**src/rtl/fft_spi_pkg.sv**
```systemverilog
// Shared types and defaults for the two-channel SPI-to-FFT arbiter.
package fft_spi_pkg;

  typedef enum logic [1:0] {
    IDLE  = 2'd0,
    LOAD  = 2'd1,
    DRAIN = 2'd2
  } state_t;

  localparam logic CH0 = 1'b0;
  localparam logic CH1 = 1'b1;

  localparam int unsigned DEF_BIT_WIDTH = 32;
  localparam int unsigned DEF_N_SAMPLES = 8;

endpackage

```
**src/rtl/fft_arb_rr2.sv**
```systemverilog
// Two-way round-robin picker: on a tie the channel that did not own the last frame wins.
module fft_arb_rr2
  import fft_spi_pkg::*;
(
  input  logic [1:0] val,
  input  logic       last,
  output logic       grant,
  output logic       any
);

  always_comb begin
    any = |val;
    if (&val) begin
      grant = (last == CH0) ? CH1 : CH0;
    end else begin
      grant = val[1] ? CH1 : CH0;
    end
  end

endmodule

```
**src/rtl/fft_spi_arbiter.sv**
```systemverilog
// Grants the FFT core to one SPI channel per frame: load N_SAMPLES words in, drain N_SAMPLES
// results back to the same channel, then re-arbitrate round-robin.
module fft_spi_arbiter
  import fft_spi_pkg::*;
#(
  parameter int unsigned BIT_WIDTH = DEF_BIT_WIDTH,
  parameter int unsigned N_SAMPLES = DEF_N_SAMPLES
) (
  input  logic                 clk,
  input  logic                 reset,
  input  logic [BIT_WIDTH-1:0] req0_msg,
  input  logic                 req0_val,
  output logic                 req0_rdy,
  input  logic [BIT_WIDTH-1:0] req1_msg,
  input  logic                 req1_val,
  output logic                 req1_rdy,
  output logic [BIT_WIDTH-1:0] resp0_msg,
  output logic                 resp0_val,
  input  logic                 resp0_rdy,
  output logic [BIT_WIDTH-1:0] resp1_msg,
  output logic                 resp1_val,
  input  logic                 resp1_rdy,
  output logic [BIT_WIDTH-1:0] fft_in_msg,
  output logic                 fft_in_val,
  input  logic                 fft_in_rdy,
  input  logic [BIT_WIDTH-1:0] fft_out_msg,
  input  logic                 fft_out_val,
  output logic                 fft_out_rdy,
  output logic                 owner,
  output logic                 busy,
  output logic [15:0]          frame_cnt
);

  localparam int unsigned CNT_W = $clog2(N_SAMPLES) + 1;
  localparam logic [CNT_W-1:0] CNT_LAST = CNT_W'(N_SAMPLES - 1);

  state_t           state, state_n;
  logic             owner_n;
  logic             last, last_n;
  logic [CNT_W-1:0] cnt, cnt_n;
  logic [15:0]      frame_cnt_n;
  logic             grant, any;
  logic             in_fire, out_fire;

  fft_arb_rr2 u_rr (
    .val   ({req1_val, req0_val}),
    .last  (last),
    .grant (grant),
    .any   (any)
  );

  always_ff @(posedge clk or negedge reset) begin
    if (!reset) begin
      state     <= IDLE;
      owner     <= CH0;
      last      <= CH1;
      cnt       <= '0;
      frame_cnt <= '0;
    end else begin
      state     <= state_n;
      owner     <= owner_n;
      last      <= last_n;
      cnt       <= cnt_n;
      frame_cnt <= frame_cnt_n;
    end
  end

  // Next-state logic plus the zero-latency val/rdy/msg muxes toward the owning channel.
  always_comb begin
    state_n     = state;
    owner_n     = owner;
    last_n      = last;
    cnt_n       = cnt;
    frame_cnt_n = frame_cnt;
    req0_rdy    = 1'b0;
    req1_rdy    = 1'b0;
    resp0_msg   = '0;
    resp0_val   = 1'b0;
    resp1_msg   = '0;
    resp1_val   = 1'b0;
    fft_in_msg  = '0;
    fft_in_val  = 1'b0;
    fft_out_rdy = 1'b0;
    in_fire     = 1'b0;
    out_fire    = 1'b0;

    unique case (state)
      IDLE: begin
        if (any) begin
          state_n = LOAD;
          owner_n = grant;
        end
      end
      LOAD: begin
        if (owner == CH1) begin
          fft_in_msg = req1_msg;
          fft_in_val = req1_val;
          req1_rdy   = fft_in_rdy;
        end else begin
          fft_in_msg = req0_msg;
          fft_in_val = req0_val;
          req0_rdy   = fft_in_rdy;
        end
        in_fire = fft_in_val & fft_in_rdy;
        if (in_fire) begin
          if (cnt == CNT_LAST) begin
            cnt_n   = '0;
            state_n = DRAIN;
          end else begin
            cnt_n = cnt + CNT_W'(1);
          end
        end
      end
      DRAIN: begin
        if (owner == CH1) begin
          resp1_msg   = fft_out_msg;
          resp1_val   = fft_out_val;
          fft_out_rdy = resp1_rdy;
        end else begin
          resp0_msg   = fft_out_msg;
          resp0_val   = fft_out_val;
          fft_out_rdy = resp0_rdy;
        end
        out_fire = fft_out_val & fft_out_rdy;
        if (out_fire) begin
          if (cnt == CNT_LAST) begin
            cnt_n       = '0;
            last_n      = owner;
            frame_cnt_n = frame_cnt + 16'd1;
            state_n     = IDLE;
          end else begin
            cnt_n = cnt + CNT_W'(1);
          end
        end
      end
      default: state_n = IDLE;
    endcase
  end

  assign busy = (state != IDLE);

endmodule

```
**config.mk**
```make
export PLATFORM = sky130hd
export DESIGN_NAME = fft_spi_arbiter
export DESIGN_NICKNAME = d
export VERILOG_FILES = /design/src/rtl/fft_spi_pkg.sv /design/src/rtl/fft_arb_rr2.sv /design/src/rtl/fft_spi_arbiter.sv
export SDC_FILE = /design/constraint.sdc
export NUM_CORES = 1
export LEC_CHECK = 0
export ABC_CLOCK_PERIOD_IN_PS = 2400
export CAP_MARGIN = 10
export CORE_UTILIZATION = 25
export DETAILED_ROUTE_END_ITERATION = 7
export GPL_TIMING_DRIVEN = 0
export PLACE_DENSITY_LB_ADDON = 0.2
export SYNTH_ARGS = -nofsm -noshare
export SYNTH_HDL_FRONTEND = slang
export SYNTH_SLANG_ARGS = --single-unit
```
**constraint.sdc**
```tcl
create_clock -name clk -period 2.4 [get_ports clk]
set_clock_uncertainty 0.1 [all_clocks]
set_input_delay 0.48 -clock clk [delete_from_list [all_inputs] [get_ports clk]]
set_output_delay 0.48 -clock clk [all_outputs]
set_load 0.01 [all_outputs]
```
Yosys cells after proc, flatten, opt, wreduce, memory -nomap -nowiden --
Cells that the tools add are included.
Word-level totals: memories 0, output and inout bits 120, bits in latches 0, register bits after elaboration 24, memory bits (writable) 0, memory bits (read-only) 0
Operators by class: div/mod/pow operators 0, reductions and logical operators 9, shifts and indexed selects 0, add/subtract/negate cells 2, equality and inequality tests 8, mux-type cells 33, $lt $le $gt $ge 0, bitwise gates (word level) 2, multipliers 0
Operators with widths (count):
- 32-bit 2-to-1 mux | 6
- 1-bit 2-to-1 mux | 17
- 16-bit by 1-bit adder with 16-bit output (second input constant) | 1
- 4-bit 2-to-1 mux | 3
- 2-bit 2-to-1 mux | 5
- 2-bit inequality test (second input constant) | 5
- 4-bit case mux with 2 select lines | 1
- 2-bit case mux with 3 select lines | 1
- 3-bit AND reduction | 2
- 5-bit AND reduction | 1
- 4-bit by 1-bit adder with 4-bit output (second input constant) | 1
- 4-bit by 3-bit equality test with 1-bit output (second input constant) | 1
- 2-bit AND reduction | 2
- 2-bit nonzero test | 2
- 1-bit AND | 2
- 2-bit by 1-bit equality test with 1-bit output (second input constant) | 1
- 2-bit equality test (second input constant) | 1
- 2-bit zero test | 1
- 2-bit OR reduction | 1

Depth between registers and ports, before layout --
depth in word-level cells 5, mapped depth 5, gate-level depth less buffers 5

By module --
From an unflattened synthesis, not the netlist that was laid out.
Second synthesis, totals: cell total of the unflattened synthesis 257, area, all modules 2122.0 um2
Modules (own cells, without submodules):
- fft_spi_arbiter | times used 1, area an instance 2108.3 um2, cells each 255
- fft_arb_rr2 | times used 1, area an instance 13.8 um2, cells each 2

Least setup slack after synthesis --
OpenSTA, ideal clock, no wires.
path type register to output, from reg owner, to out resp0_msg[10], data required time 1.820 ns, stages on the path, launching flop included 6, buffers on the path 3, setup slack 0.474 ns, arrival 1.346 ns, cells stage by stage dfrtp_1 buf_4 buf_2 nor2_1 clkbuf_1 and2_1
Between the ends: word-level cells in the longest chain between the ends 2
Ends and longest elaborated chain:
- from (decl) | line fft_spi_arbiter.sv:29 | output logic owner,
- from (signal assigned) | line fft_spi_arbiter.sv:61 | owner <= owner_n;
- 32-bit 2-to-1 mux | line fft_spi_arbiter.sv:115 | if (owner == CH1) begin
- 32-bit 2-to-1 mux | line fft_spi_arbiter.sv:87 | unique case (state)
- to (decl) | line fft_spi_arbiter.sv:17 | output logic [BIT_WIDTH-1:0] resp0_msg,
No other way between the ends.

Worst setup path after layout --
from reg state[0], to out resp1_msg[29]
Between the ends: word-level cells in the longest chain between the ends 2
Ends and longest elaborated chain:
- from (decl) | line fft_spi_arbiter.sv:37 | state_t state, state_n;
- from (signal assigned) | line fft_spi_arbiter.sv:60 | state <= state_n;
- 2-bit equality test | line fft_spi_arbiter.sv:87
- 32-bit 2-to-1 mux | line fft_spi_arbiter.sv:87
- to (decl) | line fft_spi_arbiter.sv:20 | output logic [BIT_WIDTH-1:0] resp1_msg,
No other way between the ends.

==> reports/metrics.yaml <==
outcome:
  outcome: "finished, final reports clean"
synthesis:
  synth-main-ff-cell: "dfrtp_1"
  netlist.area_leader.share_pct: 27.2
  yosysSeqAreaShare_pct: 28.4
  yosysMostFrequentCell: "and2_1"
  synth_top_cell_by_area: "dfrtp_1"
  synth_area_um2: 2120
  syn_avg_cell_area_um2: 8.48
  synth_edf_count: 0
  synth-async-reset-ratio_pct: 100
  yosysWarnings: 0
  ys_types: 30
  syn-num-nets: 356
  ys_ff_latch: 24
  syn_inst: 250
  synthTopCellsByArea: "dfrtp_1 27%, and2_1 19%, mux2i_1 16%"
  synth_commonest_cells: "64 x and2_1, 42 x nor2_1, 34 x mux2i_1"
cells_and_area:
  area_growth_pct: 120
  stdcell_area_um2: 4670
  nets: 589
  drive_gt1_share_pct: 10.2
  utilization_pct: 56.8
  antennaDiodeCount: 0
drt:
  drtIter0Drc: 108
  wire_per_inst_um: 16.2
  drtPass1Iterations: 4
  drt-total-wl_um: 9500
  vias_per_cell: 4.59
  num_vias: 2694
  ant_nets: 0
  drc_errors: 0
sta:
  setup_tns_ps: 0
  drv_slew: 0
  worst_hold_slack_ps: 385
  rsz0062_at_grt: "no"
  setup_viol: 0
  finalCritPeriodShare_pct: 96.5
  period_needed_ps: 2320
  hold_viol_final: 0
  slew_headroom_pct: 68.1
  fmax_mhz: 432
  worst_pin_slew_ps: 476
setup_path:
  start_kind: "flop"
  required_ps: 1820
  reg2regPathDepth: 6
  worstPathArrival_ps: 1740
  cp_max_fo: 10
  endpoint: "resp1_msg[29]"
  startpoint: "state[0]"
  crit_type: "flop to primary output"
  end_kind: "primary output"
  r2r-start: "owner"
  rrSetupSlack_ps: 450
  reg2reg_to: "frame_cnt[13]"
die:
  dieWidth_um: 94.1
  die_area_um2: 8850
  start_util_pct: 25.8
  rows: 33
  die-height_um: 94.1
  design.core.area_um2: 8220
  io_pins: 224
min_path:
  min_path_type: "flop to flop"
global_routing:
  grt_max_degree: 25
  grt_pass1_vias: 2632
  track_usage_pct: 21.1
  grt_pass1_wl_um: 14100
  antenna_found_initial: 1
  grt_overflow: 0
place:
  place_congestion: 0.789
  placement.io_buffers: 223
  postPlaceCellArea_um2: 4480
  dp_hpwl_um: 8090
cts:
  numCtsBuffers: 3
  insertion_delay_ps: 270
  path_clk_slew_ps: 90
  cts_tree: "built"
  cts-root-buf: "clkbuf_8"
  clkSinkCount: 24
  clockBufferDepth: 2
  htree_levels: 1
power:
  power.leakage_nw: 2.39
  power.density_nw_per_um2: 541
  peakVddDrop_uv: 431
  p_total_mw: 2.53
job:
  max_cap_viol_count: 0
-- critical path, stage by stage (launching register included) --
cell           delay (ps)
dfrtp_2               450
inv_1                 120
nand2_4               100
nor2_4                190
clkbuf_8              190
and2_1                120
dlygate4sd2_1         300
-- repair_timing --
| item | 4_1_cts | 5_1_grt |
|---|---|---|
| setup buffers | 5 | 0 |
| hold buffers | 0 | 0 |
| endpoints found under the setup margin | 102 | 23 |
| pin swaps | 2 | 0 |
| resized for setup | 153 | 17 |
-- kinds of logic after synthesis --
kind of cell	synth area share [%]
AO/OA/AOI/OAI	1.95
XOR/XNOR	6.61
adder cells (fa/ha/maj)	1.18
buffers and inverters	3.78
flip-flops	28.4
multiplexers	19.2
AND/OR/NAND/NOR	38.8
-- report_power, final --
| part | internal [mW] | leakage, nW | total [mW] | switching, mW |
|---|---|---|---|---|
| Sequential | 0.455 | 0.314 | 0.502 | 0.0477 |
| Combinational | 0.883 | 2.04 | 1.67 | 0.783 |
| Clock | 0.223 | 0.0357 | 0.358 | 0.134 |
| Total | 1.56 | 2.39 | 2.53 | 0.965 |
-- layout by cell type, fill, tap and decap left out, drive strengths merged, types with 3 or more instances in the layout --
cell / n
clkdlybuf4s50: 121
dlygate4sd2: 89
and2: 64
nor2: 42
mux2i: 35
dfrtp: 23
clkbuf: 16
xnor2: 14
buf: 11
nand2: 10
nand4: 8
clkdlybuf4s15: 7
nor3: 6
nand3: 5
inv: 4
mux2: 4
nand3b: 3
-- layout make-up --
cell class / count / area (um^2)
Buffer: 14 / 196
Clock buffer: 3 / 41.3
Multi-Input combinational cell: 207 / 1480
Clock inverter: 1 / 30.0
Tap cell: 105 / 131
Timing Repair Buffer: 229 / 2170
Inverter: 4 / 15.0
Sequential cell: 24 / 604
Fill cell: 794 / 3550
-- flip-flops by register name, summed over array words and instances (netlist names) --
signal	cells
cnt	4
frame_cnt	16
state	2
last	1
owner	1
-- routing by layer --
metal  track usage (%)  up-vias  wire length (um)  share of wire (%)
met5                 0        -                12               0.13
met1              24.2     1275              3530                 37
met4              6.15        2               177                1.9
met3              6.31       12               734                7.7
li1                  -     1295                 -                  -
met2              37.5      110              5050                 53
-- worst min-delay path by stage --
stage | startpoint | endpoint | slack [ps] | depth (start not counted)
after floorplan | reset | cnt[0] | 80 | 0
after global routing | frame_cnt[15] | frame_cnt[15] | 410 | 1
after CTS | frame_cnt[15] | frame_cnt[15] | 400 | 1
final | frame_cnt[15] | frame_cnt[15] | 390 | 1
after global placement | frame_cnt[15] | frame_cnt[15] | 360 | 1
after detailed placement | frame_cnt[14] | frame_cnt[14] | 380 | 1
-- per-stage QoR --
stage	worst slack, ps	std cells
floorplan	474	250
global placement	-358	578
detailed placement	-365	578
CTS	7.60	586
global route	4.99	587
finish	84.6	587
Power figures use the tool's default switching activity.
